--- src/rtl/lfsr.sv ---
// 128-bit Fibonacci LFSR (x^128+x^126+x^101+x^99+1) advancing NBITS steps per clock.
// q exposes the NBITS most recent feedback bits straight from the state register.
module lfsr #(
    parameter int NBITS = 16
) (
    input  logic             clk,
    input  logic             rst,
    input  logic             we,
    input  logic [127:0]     data,
    output logic [NBITS-1:0] q
);

    logic [127:0] state;
    logic [127:0] stepped;
    logic [127:0] seed;

    // Unrolled chain: each step feeds on the previous step's result, so after
    // NBITS steps the low NBITS bits hold the feedback bits, newest at bit 0.
    always_comb begin
        stepped = state;
        for (int unsigned i = 0; i < NBITS; i++) begin
            stepped = {stepped[126:0],
                       stepped[127] ^ stepped[125] ^ stepped[100] ^ stepped[98]};
        end
    end

    // An all-zero seed would lock the register; substitute the reset value.
    assign seed = (data == '0) ? 128'd1 : data;

    always_ff @(posedge clk or negedge rst) begin
        if (!rst) begin
            state <= 128'd1;
        end else if (we) begin
            state <= seed;
        end else begin
            state <= stepped;
        end
    end

    assign q = state[NBITS-1:0];

endmodule

--- config.mk ---
export PLATFORM = sky130hd
export DESIGN_NAME = lfsr
export DESIGN_NICKNAME = d
export VERILOG_FILES = /design/src/rtl/lfsr.sv
export SDC_FILE = /design/constraint.sdc
export NUM_CORES = 1
export LEC_CHECK = 0
export ABC_AREA = 1
export BUFFER_PORTS_ARGS = -buffer_cell sky130_fd_sc_hd__buf_4
export CAP_MARGIN = 0
export CORE_ASPECT_RATIO = 0.9
export CORE_MARGIN = 3
export CORE_UTILIZATION = 57
export DETAILED_ROUTE_END_ITERATION = 6
export GPL_TIMING_DRIVEN = 0
export PLACE_DENSITY = 0.85
export SYNTH_ARGS = -nofsm -noshare
export SYNTH_HDL_FRONTEND = slang
export SYNTH_SLANG_ARGS = --single-unit
--- constraint.sdc ---
create_clock -name clk -period 1.42 [get_ports clk]
set_clock_uncertainty 0.05 [all_clocks]
set_input_delay 0.426 -clock clk [delete_from_list [all_inputs] [get_ports clk]]
set_output_delay 0.426 -clock clk [all_outputs]
set_load 0.05 [all_outputs]
==> impl_metrics.yaml, run 1 <==
die:
  start_util_pct: 59.09
  die_x_um: 112.2
  die_area_um2: 11390
  fp.coreArea_um2: 9784
  io_pins: 147
  die_h_um: 101.5
  rows: 34
drt:
  vias: 5344
  routed_wl_um: 17900
  antenna_left: 0
  routedWlPerCell_um: 17.67
  dr.pass1.iters: 5
  avgViaCountPerCell: 5.275
  drc: 0
  drt_iter0_markers: 453
setup_path:
  critPathKind: "register to output port"
  crit_chain: "buf_8"
  arrival_ns: 1.13
  crit_family: "flip-flops"
  slowest_stage: "dfstp_2"
  critPathCaptureType: "output port"
  max_stage_delay_ns: 0.57
  startpoint_type: "register"
  worstPathRequired_ns: 0.94
  path_buf_inv: 1
  path_max_fanout: 2
power:
  clkPwrFrac_pct: 40.7
  switching_power_mw: 3.221
  p_int_mw: 7.575
  ir_worst_vdd_mv: 1.186
  powerDensity_nw_per_um2: 1390
  swShare_pct: 29.84
  fin_total_pwr_mw: 10.80
  seqPwrFrac_pct: 40.3
  pwr-share-comb_pct: 18.9
  power.leakage_nw: 4.112
layout:
  n_fill_cell: 637
  top_register: "state"
  n_antenna_cell: 0
  finish.utilization_pct: 79.39
  reg.largest.list: "state x128"
  multi_input_area_um2: 2272
  design_area_um2: 7767
  ff_latch_area_um2: 3204
  syn_to_final_growth_pct: 34.34
  fin_nets: 1005
  largest_reg_flops: 128
  drive_gt1_share_pct: 24.13
sta:
  finalCritPeriodShare_pct: 113.4
  period_needed_ns: 1.611
  hold_violations: 0
  report.final.slew_viol_count: 0
  max_slew.worst_pin.slew_ns: 0.4875
  setup_violations: 16
  worst_slack_ns: -0.1907
  max_slew_margin_pct: 67.50
  clock.fmax_ghz: 0.6209
  rsz0062_at_grt: "true"
  fin_setup_tns_ns: -1.005
synthesis:
  avgSynthCellArea_um2: 8.109
  yosys_warnings: 0
  netlist_area_um2: 5782
  synthAdderAreaFrac_pct: 0
  synth_top_family_by_area: "simple AND/OR/NAND/NOR gates"
  yosys.area_share.simple_pct: 29.80
  synth-seq-area-share_pct: 55.42
  synth-xor-area-share_pct: 7.120
  syn-num-nets: 844
  synthCells: 713
  synthMuxAreaShare_pct: 0
  synth-seq-cells: 128
  synth-compound-area-share_pct: 2.380
  netlist-cell-type-count: 18
place:
  placed_cell_area_um2: 7059
  dp_hpwl_um: 12920
  port_buffers: 145
  globalplace.congestion: 0.9790
  place_ws_ns: -0.1620
cts:
  cts-root-buf: "clkbuf_16"
  path_clk_slew_ns: 0.06
  cts_tree: "yes"
  clockBufferDepth: 2
  cts_buffers: 17
  cts.sink_count: 128
  clock_latency_ns: 0.42
  h-tree-depth: 4
grt:
  grt_max_degree: 86
  antenna_found_initial: 1
  grt_overflow: 0
  grt.total_usage_pct: 31.81
  grt_pass1_wl_um: 27070
  grt_pass1_vias: 5314
hold_path:
  min-delay-path-class: "input pin to register"
status:
  outcome: "finished with violations"
  failed_checks: "negative setup slack"
flow_run:
  cap_viol_max_count: 0
## Yosys cell counts, drive strengths merged
master	n	area share (%)
or2	1	0.11
o21a	1	0.13
inv	11	0.71
xor2	31	4.7
a21oi	1	0.086
dfrtp	127	55
nor2	82	5.4
nand2	368	24
nand3	5	0.43
o21ai	25	2.2
buf	38	4.2
xnor2	16	2.4
clkbuf	6	0.39
dfstp	1	0.45
## area by class of cell
cell class / instances / area share [%]
Sequential cell: 128 / 41.25
Multi-Input combinational cell: 530 / 29.25
Timing Repair Buffer: 158 / 17.38
Clock buffer: 17 / 5.477
Clock inverter: 15 / 2.223
Tap cell: 126 / 2.030
Buffer: 28 / 1.852
Inverter: 11 / 0.5316
## cells by family (layout without fill, tap and decap cells)
group | count (synthesis) | in the layout
buf+inv | 55 | 229
compound gates | 27 | 27
flops | 128 | 128
xor+xnor | 47 | 47
simple gates | 456 | 456
## timing repair
action                     4_1_cts  5_1_grt
setup buffers                    9        1
pin swaps                        0        0
hold buffers                     1        0
hold endpoints to repair        43        0
setup endpoints to repair       16       38
resized for setup               32        0
cloned                           0        1
## per-stage QoR
stage          hold slack [ns]  cells
2_1_floorplan          0.08041    713
3_3_place_gp            0.3737    984
3_5_place_dp            0.3207    985
4_1_cts                 0.1541   1011
5_1_grt                 0.1704   1013
6_report                0.1622   1013
## worst register-to-register path, stage by stage (launching register included)
cell and delay, ns:
dfrtp_1 0.44, xnor2_1 0.31, xor2_1 0.25, o21ai_0 0.14
## layout by cell type, fill, tap and decap left out, types with 2 or more instances in the layout
cell type	count
o21ai_0	25
xor2_1	31
nand3_1	5
bufinv_16	2
dfrtp_1	127
buf_2	19
inv_6	7
clkbuf_1	6
nand2_1	368
buf_8	16
buf_4	140
clkinvlp_4	3
buf_6	2
nor2_1	81
inv_1	10
clkinv_4	2
xnor2_1	16
clkbuf_16	18
## power by group through the flow
stage,clock (mW),combinational (mW),sequential [mW]
floorplan,0,1.13,4.25
global placement,0,1.85,4.36
detailed placement,0,1.91,4.36
CTS,4.42,2.01,4.34
global route,4.60,2.19,4.38
finish,4.40,2.04,4.35
## metal layers
metal  up-vias  global-route usage (%)  wire length [um]
li1       2462                       -                 -
met4         2                   9.797               396
met2       294                   52.31              8544
met3        40                   6.631              1625
met5         -                       0                 7
met1      2546                   43.27              7323
## final timing paths
| check | slack (ns) | start | to | cells past startpoint |
|---|---|---|---|---|
| worst max-delay path | -0.19 | state[0]$_DFF_PN1_ | q[0] | 1 |
| worst min-delay path | 0.16 | data[66] | state[66]$_DFF_PN0_ | 3 |
| worst max register to register | 0.09 | state[97]$_DFF_PN0_ | state[12]$_DFF_PN0_ | 3 |
| worst min register to register | 0.39 | state[42]$_DFF_PN0_ | state[58]$_DFF_PN0_ | 2 |
| max in group asynchronous | 0.22 | rst | state[7]$_DFF_PN0_ | 3 |
| min in group asynchronous | 0.46 | rst | state[15]$_DFF_PN0_ | 2 |
No activity file was read; power rests on OpenSTA's default activity.
==> run 2: changes to the inputs <==
- CORE_UTILIZATION: 57 -> 59
- CTS_BUF_LIST: unset -> sky130_fd_sc_hd__clkbuf_4
- PLACE_DENSITY: 0.85 -> 0.87
==> impl_metrics.yaml, run 2 (synthesis results as in run 1) <==
die:
  die_h_um: 99.91
  die_x_um: 110.3
  start_util_pct: 61.96
  rows: 33
  io_pins: 147
  fp.coreArea_um2: 9331
  die_area_um2: 11020
place:
  dp_hpwl_um: 12470
  globalplace.congestion: 1.002
  dp.cells: 981
  port_buffers: 145
  place_ws_ns: -0.1665
power:
  ir_worst_vdd_mv: 0.7192
  powerDensity_nw_per_um2: 1149
  power.leakage_nw: 3.947
layout:
  final_common_cell: "nand2_1"
  reg.largest.list: "state x128"
  drive_gt1_share_pct: 23.70
  n_antenna_cell: 0
  top_register: "state"
  final_cells: 1008
  final_cell_mix: "nand2_1 (368), buf_4 (141), dfrtp_1 (127), nor2_1 (81), xor2_1 (31)"
  fin_nets: 1005
  n_fill_cell: 644
  largest_reg_flops: 128
  syn_to_final_growth_pct: 27.74
sta:
  clock.fmax_ghz: 0.5851
  max_slew.worst_pin.slew_ns: 0.4549
  max_slew_margin_pct: 69.68
  report.final.slew_viol_count: 0
  worst_slack_ns: -0.2892
  rsz0062_at_grt: "true"
  finalCritPeriodShare_pct: 120.4
  setup_violations: 16
  period_needed_ns: 1.709
  hold_violations: 0
cts:
  clock_latency_ns: 0.51
  cts-root-buf: "clkbuf_4"
  cts.sink_count: 128
  clockBufferDepth: 2
  h-tree-depth: 4
  cts_tree: "yes"
  cts_buffers: 17
  path_clk_slew_ns: 0.12
grt:
  grt_overflow: 0
  grt.total_usage_pct: 30.30
  grt_pass1_wl_um: 24540
  grt_max_degree: 85
  grt_pass1_vias: 5073
  antenna_found_initial: 1
setup_path:
  path_max_fanout: 2
  slowest_stage: "dfstp_2"
  max_stage_delay_ns: 0.58
  critPathKind: "register to output port"
  rr_startpoint: "state[96]$_DFF_PN0_"
  arrival_ns: 1.23
  crit_chain: "buf_8"
  critPathCaptureType: "output port"
  path_buf_inv: 1
  crit_family: "flip-flops"
  worstPathRequired_ns: 0.94
  worstSetupStartpoint: "state[0]$_DFF_PN1_"
  startpoint_type: "register"
drt:
  drt_iter0_markers: 436
  routedWlPerCell_um: 16.12
  drc: 0
  vias: 5119
  avgViaCountPerCell: 5.078
  antenna_left: 0
  dr.pass1.iters: 6
  routed_wl_um: 16250
hold_path:
  min-delay-path-class: "input pin to register"
  hp-start: "data[114]"
status:
  outcome: "finished with violations"
  failed_checks: "negative setup slack"
flow_run:
  cap_viol_max_count: 0
-- run 2: cell types whose count changed in the layout (fill, tap and decap cells not counted), sizes merged --
| cell | previous run | this run |
|---|---|---|
| buf | 178 | 179 |
| inv | 19 | 11 |
| bufinv | 2 | 1 |
| clkinv | 2 | 8 |
| clkbuf | 24 | 25 |
-- run 2: what timing repair did --
item,4_1_cts,5_1_grt
setup endpoints to repair,16,16
buffers inserted,10,1
hold endpoints to repair,44,0
hold buffers,1,0
gates resized for setup,32,0
-- run 2: final timing paths --
kind / endpoint / slack (ns) / cells after the start
max: q[0] / -0.29 / 1
min: state[114]$_DFF_PN0_ / 0.06 / 3
max reg2reg: state[11]$_DFF_PN0_ / 0.14 / 3
min reg2reg: state[117]$_DFF_PN0_ / 0.40 / 2
max in group asynchronous: state[0]$_DFF_PN1_ / 0.21 / 3
min in group asynchronous: state[13]$_DFF_PN0_ / 0.36 / 2
-- run 2: power breakdown --
group	switching (mW)	total, mW	leakage (nW)	internal [mW]
sequential	0.283	4.32	1.55	4.04
clock	1.28	2.16	0.127	0.873
combinational	1.12	2.01	2.27	0.891
-- run 2: layout make-up --
| type | instances | area, um2 | share of cell area, % |
|---|---|---|---|
| Timing Repair Buffer | 158 | 1333 | 18.04 |
| Inverter | 11 | 41.29 | 0.5590 |
| Buffer | 28 | 143.9 | 1.948 |
| Clock inverter | 12 | 96.34 | 1.304 |
| Multi-Input combinational cell | 530 | 2272 | 30.76 |
| Sequential cell | 128 | 3204 | 43.38 |
| Tap cell | 122 | 152.6 | 2.067 |
| Clock buffer | 19 | 142.6 | 1.931 |
-- run 2: layer usage --
layer  track usage, %  vias up  wire length (um)
li1                 -     2456                 -
met1            42.87     2390              7032
met2            48.55      241              7659
met3            6.881       30              1310
met4            6.629        2               235
met5                0        -                13
-- run 2: through the flow --
step	total power, mW	utilization [%]	instance area [um2]	hold WS (ns)	TNS [ns]
after CTS	8.493	79.07	7378	0.03150	-2.808
after global routing	8.896	79.15	7386	0.01554	-3.379
final	8.490	79.15	7386	0.06027	-2.410
after floorplan	5.387	-	5782	0.08041	0
after global placement	6.196	75.26	7023	0.3755	-53.75
after detailed placement	6.253	75.60	7054	0.3224	-0.1814
